--- src/rtl/center_of_mass_if.sv ---
// Pixel-stream interface for the centroid block: mask pixel coordinates and
// end-of-frame strobe in, centroid result and update pulse out.
interface center_of_mass_if;
  logic [10:0] x_in;
  logic [9:0]  y_in;
  logic        valid_in;
  logic        tabulate_in;
  logic [10:0] x_out;
  logic [9:0]  y_out;
  logic        valid_out;

  modport master (
    output x_in, y_in, valid_in, tabulate_in,
    input  x_out, y_out, valid_out
  );

  modport slave (
    input  x_in, y_in, valid_in, tabulate_in,
    output x_out, y_out, valid_out
  );
endinterface

--- src/rtl/center_of_mass.sv ---
// Per-frame centroid of mask pixels: accumulate sums and count during the frame,
// then run two restoring dividers (one quotient bit per cycle) and publish floor means.
module center_of_mass #(
  parameter int unsigned H_ACTIVE  = 1280,
  parameter int unsigned V_ACTIVE  = 720,
  parameter int unsigned MIN_COUNT = 16
) (
  input logic             clk_in,
  input logic             rst_in_n,
  center_of_mass_if.slave bus
);

  typedef enum logic [1:0] {
    ACCUM   = 2'd0,
    DIVIDE  = 2'd1,
    PUBLISH = 2'd2
  } state_t;

  // Divider state: the dividend sits in quo and shifts out MSB-first as quotient bits shift in.
  typedef struct packed {
    logic [19:0] rem;
    logic [31:0] quo;
  } div_t;

  function automatic div_t div_step(input div_t cur, input logic [19:0] divisor);
    logic [20:0] trial;
    div_t        nxt;
    trial   = {cur.rem, cur.quo[31]};
    nxt.quo = {cur.quo[30:0], 1'b0};
    if (trial >= {1'b0, divisor}) begin
      trial      = trial - {1'b0, divisor};
      nxt.quo[0] = 1'b1;
    end
    nxt.rem = trial[19:0];
    return nxt;
  endfunction

  state_t      r_state, w_state_next;
  logic [30:0] r_sum_x;
  logic [29:0] r_sum_y;
  logic [19:0] r_count;
  div_t        r_div_x, r_div_y;
  logic [19:0] r_divisor;
  logic [4:0]  r_iter;
  logic [10:0] r_x_out;
  logic [9:0]  r_y_out;
  logic        r_valid_out;

  logic w_pix_ok;
  logic w_start;

  assign w_pix_ok = bus.valid_in
                 && ({21'b0, bus.x_in} < H_ACTIVE)
                 && ({22'b0, bus.y_in} < V_ACTIVE);
  assign w_start  = (r_state == ACCUM) && bus.tabulate_in && ({12'b0, r_count} >= MIN_COUNT);

  // NOTE: sequential state uses non-blocking assignments so every flop samples pre-edge values.
  always_ff @(posedge clk_in or negedge rst_in_n) begin
    if (!rst_in_n) r_state <= ACCUM;
    else           r_state <= w_state_next;
  end

  // NOTE: next state defaults to the current state first, so no path can infer a latch.
  always_comb begin
    w_state_next = r_state;
    case (r_state)
      ACCUM:   if (w_start) w_state_next = DIVIDE;
      DIVIDE:  if (r_iter == 5'd31) w_state_next = PUBLISH;
      PUBLISH: w_state_next = ACCUM;
      default: w_state_next = ACCUM;
    endcase
  end

  // A tabulate strobe in any state closes the frame; a pixel on that cycle seeds the next one.
  always_ff @(posedge clk_in or negedge rst_in_n) begin
    if (!rst_in_n) begin
      r_sum_x <= '0;
      r_sum_y <= '0;
      r_count <= '0;
    end else if (bus.tabulate_in) begin
      r_sum_x <= w_pix_ok ? {20'b0, bus.x_in} : '0;
      r_sum_y <= w_pix_ok ? {20'b0, bus.y_in} : '0;
      r_count <= {19'b0, w_pix_ok};
    end else if (w_pix_ok) begin
      r_sum_x <= r_sum_x + {20'b0, bus.x_in};
      r_sum_y <= r_sum_y + {20'b0, bus.y_in};
      r_count <= r_count + 20'd1;
    end
  end

  // NOTE: divider registers are reset too, so an aborted divide leaves no stale quotient behind.
  always_ff @(posedge clk_in or negedge rst_in_n) begin
    if (!rst_in_n) begin
      r_div_x   <= '0;
      r_div_y   <= '0;
      r_divisor <= '0;
      r_iter    <= '0;
    end else if (w_start) begin
      r_div_x   <= '{rem: 20'b0, quo: {1'b0, r_sum_x}};
      r_div_y   <= '{rem: 20'b0, quo: {2'b0, r_sum_y}};
      r_divisor <= r_count;
      r_iter    <= '0;
    end else if (r_state == DIVIDE) begin
      r_div_x   <= div_step(r_div_x, r_divisor);
      r_div_y   <= div_step(r_div_y, r_divisor);
      r_iter    <= r_iter + 5'd1;
    end
  end

  always_ff @(posedge clk_in or negedge rst_in_n) begin
    if (!rst_in_n) begin
      r_x_out     <= '0;
      r_y_out     <= '0;
      r_valid_out <= 1'b0;
    end else begin
      r_valid_out <= (r_state == PUBLISH);
      if (r_state == PUBLISH) begin
        r_x_out <= r_div_x.quo[10:0];
        r_y_out <= r_div_y.quo[9:0];
      end
    end
  end

  assign bus.x_out     = r_x_out;
  assign bus.y_out     = r_y_out;
  assign bus.valid_out = r_valid_out;

endmodule

--- src/flat_wrapper.sv ---
// flat-port wrapper written by rule: the top's interface ports become plain ports
module center_of_mass_flat 
#(
  parameter int unsigned H_ACTIVE  = 1280,
  parameter int unsigned V_ACTIVE  = 720,
  parameter int unsigned MIN_COUNT = 16
)
  (clk_in, rst_in_n, bus_x_in, bus_y_in, bus_valid_in, bus_tabulate_in, bus_x_out, bus_y_out, bus_valid_out);
  center_of_mass_if bus_i ();
  input logic clk_in;
  input logic rst_in_n;
  input wire logic [$bits(bus_i.x_in)-1:0] bus_x_in;
  input wire logic [$bits(bus_i.y_in)-1:0] bus_y_in;
  input wire logic [$bits(bus_i.valid_in)-1:0] bus_valid_in;
  input wire logic [$bits(bus_i.tabulate_in)-1:0] bus_tabulate_in;
  output wire logic [$bits(bus_i.x_out)-1:0] bus_x_out;
  output wire logic [$bits(bus_i.y_out)-1:0] bus_y_out;
  output wire logic [$bits(bus_i.valid_out)-1:0] bus_valid_out;
  assign bus_i.x_in = bus_x_in;
  assign bus_i.y_in = bus_y_in;
  assign bus_i.valid_in = bus_valid_in;
  assign bus_i.tabulate_in = bus_tabulate_in;
  assign bus_x_out = bus_i.x_out;
  assign bus_y_out = bus_i.y_out;
  assign bus_valid_out = bus_i.valid_out;
  center_of_mass #(.H_ACTIVE(H_ACTIVE), .V_ACTIVE(V_ACTIVE), .MIN_COUNT(MIN_COUNT)) u_core (.clk_in(clk_in), .rst_in_n(rst_in_n), .bus(bus_i));
endmodule
--- config.mk ---
export PLATFORM = sky130hd
export DESIGN_NAME = center_of_mass_flat
export DESIGN_NICKNAME = d
export VERILOG_FILES = /design/src/rtl/center_of_mass_if.sv /design/src/rtl/center_of_mass.sv /design/src/flat_wrapper.sv
export SDC_FILE = /design/constraint.sdc
export NUM_CORES = 1
export LEC_CHECK = 0
export ABC_AREA = 1
export BUFFER_PORTS_ARGS = -buffer_cell sky130_fd_sc_hd__buf_2
export CORE_MARGIN = 10
export CORE_UTILIZATION = 58
export CTS_CLUSTER_DIAMETER = 80
export CTS_CLUSTER_SIZE = 30
export DETAILED_ROUTE_END_ITERATION = 12
export PLACE_DENSITY = 0.78
export SYNTH_ARGS = -nofsm -noshare
export SYNTH_HDL_FRONTEND = slang
export SYNTH_SLANG_ARGS = --single-unit
--- constraint.sdc ---
create_clock -name clk_in -period 2.2 [get_ports clk_in]
set_clock_uncertainty 0.2 [all_clocks]
set_input_delay 0.55 -clock clk_in [delete_from_list [all_inputs] [get_ports clk_in]]
set_output_delay 0.55 -clock clk_in [all_outputs]
set_load 0.01 [all_outputs]
==> out/results.ini, run 1 <==
[status]
outcome = complete, but fails checks
violations = setup timing

[logic_synthesis]
yosysMostFrequentCell = nand2_1
netlist_top_cells_count = 911 x nand2_1, 285 x inv_1, 234 x dfrtp_1
ys_types = 44
yosysSeqAreaShare_pct = 37.2
synth_top_area_cell = dfrtp_1
ys_async_sr_fraction_pct = 100
synth-seq-cells = 234
synthXorXnorAreaFrac_pct = 1.84
syn-num-nets = 2415
postSynthCellCount = 2321
synthAdderAreaFrac_pct = 5.68
synth_mux_area_share_pct = 0
synthSimpleGateAreaFrac_pct = 38.7
syn_avg_cell_area_um2 = 6.78
netlist_top_cells_area = dfrtp_1 37%, nand2_1 22%, inv_1 6.8%
synth_top_area_share_pct = 37.2
synth_compound_area_share_pct = 6.88
synth_edf_count = 0
synth_top_family_by_area = simple AND/OR/NAND/NOR gates
synthFlopType = dfrtp_1
syn_area_um2 = 15700
ys_warn_count = 0

[layout]
insertedDiodeCount = 0
fill_cells = 2110
stdcell_count = 2947
area_delta_synth_final_pct = 28.3
drive_gt1_share_pct = 23.4
multi_input_area_um2 = 9580
final_net_count = 2691
regArea_um2 = 5860
finalCoreUtilization_pct = 75.3

[place]
post-dp-hpwl_mm = 35.1
place.gp.congestion = 0.973
numPortBuffers = 46
dp.cells = 2892

[sta]
fmax_mhz = 435
finalCritPeriodShare_pct = 105
finalCriticalPeriod_ps = 2300
worst_hold_slack_ps = 142
rsz0062_at_grt = yes
finalHoldViolations = 0
setup_ws_ps = -100
worst_pin_slew_ps = 523
drv_slew = 0
setup_viol = 34
max-slew-margin-rel_pct = 64.9

[hold_path]
holdPathStages = 3
hold_path_class = in2reg

[power_and_ir_drop]
powerDensity_nw_per_um2 = 1250
p_int_w = 0.0139
p_seq_share_pct = 25.2
p_leak_nw = 10.3
max-vdd-ir-drop_mv = 0.746
swShare_pct = 44.9
p_comb_share_pct = 61.7
p_clk_share_pct = 13.1
power_switching_w = 0.0113

[die]
coreArea_um2 = 26800
die_area_um2 = 34100
dieWidth_um = 185
pin_count = 47
start_util_pct = 58.7
die_h_um = 185
rows = 60

[clock_network]
cts_buffers = 15
cts_sinks = 234
clock_latency_ps = 520
cts_tree = done
clockBufferDepth = 3
cts-root-buf = clkbuf_16
clkTransAtPathRegs_ps = 110
htree_levels = 1

[grt]
first_global_vias = 15300
grt_overflow = 0
track_usage_pct = 27.2
grt_pass1_wl_mm = 75.9
antenna_found_initial = 0
grt_max_degree = 65

[detailed_routing]
wire_per_inst_um = 16.4
viasPerCell = 5.44
routed_wl_mm = 48.4
dr.pass1.iters = 8
drt_iter0_markers = 1527
route.detailed.drc = 0
postRouteAntennaNets = 0
dr_total_vias = 16000

[setup_path]
crit_type = reg2reg
critPathCaptureType = flip-flop
cp.required_ps = 2410
crit_fanout = 7
rr_worst_depth = 12
start_kind = flip-flop
crit_arrival_ps = 2510

[flow_run]
cap_violations = 0

==> stage by stage <==
step / cell area (µm²) / setup slack, ps / power (W) / TNS (ps)
detailed placement: 18100 / -255 / 0.0188 / -13230
global placement: 18100 / -206 / 0.0185 / -10360
global route: 20200 / -235 / 0.0271 / -5550
finish: 20200 / -100 / 0.0253 / -1430
floorplan: 15700 / 18.8 / 0.0141 / 0
CTS: 19100 / -62.8 / 0.0229 / -553
==> power by group through the flow <==
| stage | combinational, W | sequential [W] | clock, W |
|---|---|---|---|
| 2_1_floorplan | 0.00804 | 0.00606 | 0 |
| 3_3_place_gp | 0.0123 | 0.00621 | 0 |
| 3_5_place_dp | 0.0126 | 0.00624 | 0 |
| 4_1_cts | 0.0132 | 0.00627 | 0.00337 |
| 5_1_grt | 0.0170 | 0.00647 | 0.00353 |
| 6_report | 0.0156 | 0.00637 | 0.00330 |
==> cell type report <==
cell class	count	area share, %
Clock buffer	16	1.88
Clock inverter	10	0.899
Inverter	291	5.58
Multi-Input combinational cell	1730	47.5
Sequential cell	234	29.0
Tap cell	341	2.11
Timing Repair Buffer	325	13.0
==> cells in the final DEF, fill, tap and decap left out, types with 36 or more instances in the layout <==
cell,Yosys,layout
nor3_1,42,36
buf_2,16,45
o21ai_0,96,90
dfrtp_1,234,233
buf_4,6,251
nand2_2,18,60
inv_1,285,255
a21oi_1,54,44
nand4_1,37,37
nor2_1,158,144
ha_4,0,44
nand2_1,911,847
nand3_1,203,174
==> state kept, by name (all words and copies together), names as in the netlist <==
signal / flops
u_core.r_state: 2
u_core.r_count: 20
u_core.r_iter: 5
u_core.r_sum_x: 31
u_core.bus.y_out: 10
u_core.r_sum_y: 30
u_core.bus.x_out: 11
u_core.r_div_y: 52
u_core.bus.valid_out: 1
u_core.r_divisor: 20
u_core.r_div_x: 52
==> what timing repair did <==
item	CTS	global route
gates resized for setup	63	216
setup endpoints to repair	43	86
gates cloned	0	2
setup buffers	6	20
hold buffers	1	0
pin swaps	0	58
hold endpoints to repair	32	0
==> worst paths after layout <==
check,startpoint,end,slack (ps)
hold / removal,bus_y_in[0],u_core.r_sum_y[0],140
setup / recovery,u_core.r_divisor[14],u_core.r_div_x[32],-100
min in group asynchronous,rst_in_n,u_core.bus.x_out[2],300
setup reg to reg,u_core.r_divisor[14],u_core.r_div_x[32],-100
hold reg to reg,u_core.bus.y_out[3],u_core.bus.y_out[3],290
max in group asynchronous,rst_in_n,u_core.r_sum_y[10],880
==> routing by layer <==
| metal | vias to the layer above | wire, µm | GRT usage, % |
|---|---|---|---|
| met3 | 84 | 2630 | 2.97 |
| met1 | 7579 | 20700 | 35.4 |
| met2 | 477 | 23400 | 46.3 |
| met5 | - | 0 | 0 |
| met4 | 0 | 1600 | 8.68 |
| li1 | 7906 | - | - |
==> cells by family (layout without fill, tap and decap cells) <==
logic type	Yosys count	in the layout
and+or+nand+nor	1434	1434
DFF	234	234
xor gates and xnor gates	33	33
AOI/OAI and AO/OA	194	194
adders and majority gates	69	69
buffers and inverters	357	642
==> worst max-delay path, stage by stage, from the launching register on <==
cell	delay, ps
dfrtp_1	410
inv_4	80
ha_4	320
nand2_1	130
nor2_4	150
inv_2	60
nor3_4	240
nand2_8	100
nand2_8	130
clkbuf_16	180
nand2_4	50
nand3_2	60
nand2_1	70
No activity file was read; power rests on OpenSTA's default activity.
==> inputs of run 2 (changes only) <==
--- a/config.mk
+++ b/config.mk
@@ -7,6 +7,7 @@
 export LEC_CHECK = 0
 export ABC_AREA = 1
 export BUFFER_PORTS_ARGS = -buffer_cell sky130_fd_sc_hd__buf_2
+export CORE_ASPECT_RATIO = 0.6
 export CORE_MARGIN = 10
 export CORE_UTILIZATION = 58
 export CTS_CLUSTER_DIAMETER = 80
==> out/results.ini, run 2 (synthesis results as in run 1) <==
[status]
outcome = complete, but fails checks
violations = setup timing

[setup_path]
critPathLaunch = u_core.r_divisor[19]
critPathCaptureType = flip-flop
r2r-start = u_core.r_divisor[19]
start_kind = flip-flop
crit_fanout = 6  ; -1
rr_worst_depth = 12  ; unchanged
crit_chain = inv_4 > ha_4 > nand2_8 > nor2_4 > nand4_1 > nor2_2 > nor2_4 > nand2_8 > clkbuf_16 > nand2_1 > nand3_1 > nand2_1
cp.required_ps = 2420  ; about the same
crit_arrival_ps = 2630  ; +120 ps
crit_type = reg2reg
critPathMaxStageDelay_ps = 460  ; +50 ps
slowest_stage = dfrtp_2

[power_and_ir_drop]
p_leak_nw = 10.3  ; about the same
powerDensity_nw_per_um2 = 1290  ; +3.0%
max-vdd-ir-drop_mv = 0.707  ; -5.2%
total_power_w = 0.0262  ; +3.8%

[sta]
setup_ws_ps = -208  ; -108 ps
setup_viol = 42  ; +24%
setup_tns_ps = -5060  ; -3640 ps
finalCritPeriodShare_pct = 109  ; +4.9 points
max-slew-margin-rel_pct = 36.4  ; -29 points
fmax_mhz = 415  ; -4.5%
rsz0062_at_grt = yes
finalHoldViolations = 0  ; unchanged
worst_hold_slack_ps = 134  ; -8.69 ps
worst_pin_slew_ps = 954  ; +431 ps
drv_slew = 0  ; unchanged
finalCriticalPeriod_ps = 2410  ; +108 ps

[layout]
insertedDiodeCount = 0  ; unchanged
layout_common_cells = 827 x nand2_1, 255 x buf_4, 254 x inv_1
area_delta_synth_final_pct = 29.3
drive_gt1_share_pct = 25.4  ; +2.0 points
largest_registers = u_core.r_div_x x52, u_core.r_div_y x52, u_core.r_sum_x x31
final_common_cell = nand2_1
final_net_count = 2696  ; +0.19%

[clock_network]
cts_tree = done
cts-root-buf = clkbuf_16
cts_sinks = 234  ; unchanged
htree_levels = 1  ; unchanged
clkTransAtPathRegs_ps = 130  ; +20 ps
cts_buffers = 12  ; -3
clock_latency_ps = 510  ; about the same
clockBufferDepth = 3  ; unchanged

[grt]
grt_pass1_wl_mm = 80.9  ; +6.6%
grt_max_degree = 76  ; +17%
grt_overflow = 0  ; unchanged
antenna_found_initial = 0  ; unchanged
track_usage_pct = 29.0  ; +1.8 points
first_global_vias = 15400  ; +0.60%

[detailed_routing]
route.detailed.drc = 0  ; unchanged
postRouteAntennaNets = 0  ; unchanged
dr.pass1.iters = 7  ; -1
wire_per_inst_um = 17.9  ; +8.9%
dr_total_vias = 16900  ; +5.4%
drt_iter0_markers = 2180  ; +43%
routed_wl_mm = 53.0  ; +9.6%
viasPerCell = 5.70  ; +4.6%

[hold_path]
holdPathStages = 3  ; unchanged
min_from = bus_x_in[3]
hold_path_class = in2reg

[die]
coreArea_um2 = 26500  ; -1.0%
die_h_um = 148  ; -20%
die_area_um2 = 34300  ; +0.63%
dieWidth_um = 233  ; +26%
start_util_pct = 59.3  ; +0.59 points
rows = 46  ; -23%
pin_count = 47  ; unchanged

[place]
post-dp-hpwl_mm = 37.6  ; +7.1%
place.gp.congestion = 1.01  ; +3.7%
numPortBuffers = 46  ; unchanged
post-place-ws_ps = -284  ; -29.2 ps

[flow_run]
cap_violations = 0  ; unchanged

-- run 2: final timing paths --
| kind | to | slack [ps] |
|---|---|---|
| hold reg to reg | u_core.bus.y_out[6] | 290 |
| max in group asynchronous | u_core.r_divisor[1] | 840 |
| setup / recovery | u_core.r_div_x[40] | -210 |
| min in group asynchronous | u_core.bus.x_out[5] | 350 |
| hold / removal | u_core.r_sum_x[3] | 130 |
| setup reg to reg | u_core.r_div_x[40] | -210 |
-- run 2: cell type report --
| cell class | instances | area (µm²) |
|---|---|---|
| well taps | 360 | 450 |
| clock inverters | 6 | 71.3 |
| multi-input cells | 1730 | 9830 |
| inverters | 291 | 1110 |
| flip-flops and latches | 234 | 5860 |
| repair buffers | 333 | 2710 |
| clock buffers | 13 | 325 |
| fillers | 1885 | 6190 |
-- run 2: worst max-delay path, delay by kind of cell (launching register included) --
kind,cells,cell delay [ps]
flip-flops,1,460
adder cells (fa/ha/maj),1,300
buffers and inverters,2,240
AND/OR/NAND/NOR,9,1100
-- run 2: metal layers --
| layer | vias up | GRT usage [%] | share of wire, % |
|---|---|---|---|
| met5 | - | 0 | 0 |
| met4 | 0 | 4.43 | 1.4 |
| met3 | 91 | 10.6 | 13 |
| met2 | 909 | 38.4 | 41 |
| met1 | 7966 | 44.2 | 45 |
| li1 | 7940 | - | - |
-- run 2: timing repair --
action | in CTS | in global routing
endpoints found under the setup margin | 46 | 138
cloned | 3 | 1
endpoints found under the hold margin | 40 | 0
resized for setup | 117 | 222
setup buffers | 11 | 18
pin swaps | 24 | 103
hold buffers | 1 | 0
-- run 2: where the power goes --
group	leakage, nW	switching [W]	internal [W]
Combinational	7.11	0.00971	0.00742
Clock	0.194	0.00155	0.00123
Sequential	3.01	0.000908	0.00540
Total	10.3	0.0122	0.0141
-- run 2: per-stage QoR --
stage	util, %	cell area [µm²]	std cells
6_report	76.7	20300	2967
5_1_grt	76.7	20300	2967
4_1_cts	72.6	19200	2950
3_5_place_dp	68.4	18100	2916
3_3_place_gp	68.4	18100	2916
2_1_floorplan	-	15700	2321
==> inputs of run 3 (changes only) <==
--- a/config.mk
+++ b/config.mk
@@ -14,6 +14,7 @@
 export CTS_CLUSTER_SIZE = 30
 export DETAILED_ROUTE_END_ITERATION = 12
 export PLACE_DENSITY = 0.78
+export REMOVE_ABC_BUFFERS = 1
 export SYNTH_ARGS = -nofsm -noshare
 export SYNTH_HDL_FRONTEND = slang
 export SYNTH_SLANG_ARGS = --single-unit
==> out/results.ini, run 3 (synthesis results as in run 1) <==
[power_and_ir_drop]
p_leak_nw = 10.6  ; +2.9%
powerDensity_nw_per_um2 = 1300  ; +0.76%
max-vdd-ir-drop_mv = 1.04  ; +48%

[detailed_routing]
viasPerCell = 5.63  ; -1.3%
postRouteAntennaNets = 0  ; unchanged
dr.pass1.iters = 6  ; -1
route.detailed.drc = 0  ; unchanged
dr_total_vias = 16900  ; -0.30%
wire_per_inst_um = 18.1  ; +1.3%
routed_wl_mm = 54.2  ; +2.3%
drt_iter0_markers = 1922  ; -12%

[die]
coreArea_um2 = 26500  ; unchanged
start_util_pct = 59.3  ; unchanged
die_area_um2 = 34300  ; unchanged
die_h_um = 148  ; unchanged
pin_count = 47  ; unchanged
rows = 46  ; unchanged
dieWidth_um = 233  ; unchanged

[clock_network]
cts_sinks = 234  ; unchanged
clock_latency_ps = 510  ; about the same
htree_levels = 1  ; unchanged
clkTransAtPathRegs_ps = 110  ; -20 ps
cts-root-buf = clkbuf_16
cts_buffers = 13  ; +1
cts_tree = done
clockBufferDepth = 3  ; unchanged

[flow_run]
cap_violations = 0  ; unchanged

[sta]
finalCritPeriodShare_pct = 110  ; +0.78 points
worst_hold_slack_ps = 138  ; +3.98 ps
worst_pin_slew_ps = 908  ; -45.8 ps
setup_ws_ps = -225  ; -17.2 ps
finalHoldViolations = 0  ; unchanged
fmax_mhz = 412  ; -0.71%
setup_viol = 41  ; -2.4%
rsz0062_at_grt = yes
finalCriticalPeriod_ps = 2430  ; +17.2 ps
drv_slew = 0  ; unchanged
max-slew-margin-rel_pct = 39.4  ; +3.1 points

[layout]
insertedDiodeCount = 0  ; unchanged
final_net_count = 2726  ; +1.1%
drive_gt1_share_pct = 27.5  ; +2.1 points
final_common_cell = nand2_1
largest_registers = u_core.r_div_x x52, u_core.r_div_y x52, u_core.r_sum_x x31
layout_common_cells = 809 x nand2_1, 277 x buf_4, 249 x inv_1
area_delta_synth_final_pct = 32.3
stdcell_count = 2996  ; +0.98%

[status]
violations = setup timing
outcome = complete, but fails checks

[setup_path]
crit_fanout = 5  ; -1
crit_type = reg2reg
critPathCaptureType = flip-flop
cp.required_ps = 2410  ; about the same
worstReg2RegEnd = u_core.r_div_x[38]
start_kind = flip-flop
r2r-start = u_core.r_divisor[12]
crit_arrival_ps = 2640  ; about the same
rr_worst_depth = 15  ; +3
r2r_slack_ps = -230  ; -20 ps

[grt]
grt_max_degree = 50  ; -34%
grt_pass1_wl_mm = 82.0  ; +1.4%
grt_overflow = 0  ; unchanged
antenna_found_initial = 0  ; unchanged
track_usage_pct = 29.5  ; +0.48 points
first_global_vias = 15700  ; +2.2%

[hold_path]
holdPathStages = 3  ; unchanged
hold_end = u_core.r_sum_x[3]
hold_path_class = in2reg
min_from = bus_x_in[3]

[place]
numPortBuffers = 46  ; unchanged
post-place-ws_ps = -271  ; +12.8 ps
place.gp.congestion = 0.984  ; -2.5%
post-dp-hpwl_mm = 38.0  ; +1.2%
dp.cells = 2933  ; +0.58%

run 3: changes by cell type in the layout (fill, tap and decap cells not counted), sizes merged:
| cell | change |
|---|---|
| bufinv | -1 |
| clkinv | +3 |
| clkbuf | -1 |
| buf | +30 |
| inv | -1 |
| clkinvlp | -1 |
run 3: layout make-up:
class / count / area (µm²)
clock inverters: 6 / 83.8
inverters: 291 / 1130
clock buffers: 13 / 325
repair buffers: 362 / 2930
well taps: 360 / 450
flip-flops and latches: 234 / 5860
multi-input cells: 1730 / 10000
fillers: 1849 / 5720
run 3: worst max path at each step:
stage                                    start            endpoint  cells past startpoint
after floorplan                bus_tabulate_in  u_core.r_count[12]                      8
after global placement             bus_y_in[9]  u_core.r_sum_y[15]                     11
after detailed placement           bus_x_in[0]  u_core.r_sum_x[16]                     13
after CTS                 u_core.r_divisor[10]  u_core.r_div_y[35]                     15
after global routing      u_core.r_divisor[12]  u_core.r_div_x[38]                     15
final                     u_core.r_divisor[12]  u_core.r_div_x[38]                     15
run 3: power breakdown:
| group | switching [W] | internal [W] | total, W |
|---|---|---|---|
| combinational | 0.00999 | 0.00792 | 0.0179 |
| sequential | 0.000913 | 0.00540 | 0.00632 |
| clock | 0.00164 | 0.00116 | 0.00280 |
run 3: repair_timing:
action                                  CTS  global route
gates cloned                              2             0
gates resized for setup                 144           277
hold buffers                              1             0
endpoints found under the hold margin    41             0
endpoints found under the setup margin   45           113
pin swaps                                39           105
buffers inserted                         18            27
run 3: metal layers:
layer	track usage (%)	vias up	share of wire, %
li1	-	7982	-
met1	44.3	8013	46
met2	41.7	760	42
met3	8.39	100	11
met4	4.49	0	1.9
met5	0	-	0
run 3: per-stage QoR:
| stage | cell area, µm² | utilization [%] | TNS [ps] | total power [W] |
|---|---|---|---|---|
| floorplan | 15300 | - | -214920 | 0.0137 |
| global placement | 18200 | 68.7 | -13510 | 0.0188 |
| detailed placement | 18200 | 68.7 | -19970 | 0.0192 |
| CTS | 19500 | 73.5 | -384 | 0.0236 |
| global route | 20800 | 78.4 | -7100 | 0.0287 |
| finish | 20800 | 78.4 | -4130 | 0.0270 |
run 3: critical path: stages, from the launching register on:
cell and delay [ps]:
dfrtp_1 440, inv_4 130, ha_4 230, nand2_2 80, inv_2 60, nand2_4 80
buf_4 110, inv_1 70, a21oi_4 170, nand2_4 100, nand2_8 120, buf_6 100
buf_6 110, nand3b_1 140, nand3_2 130, nand2_1 50
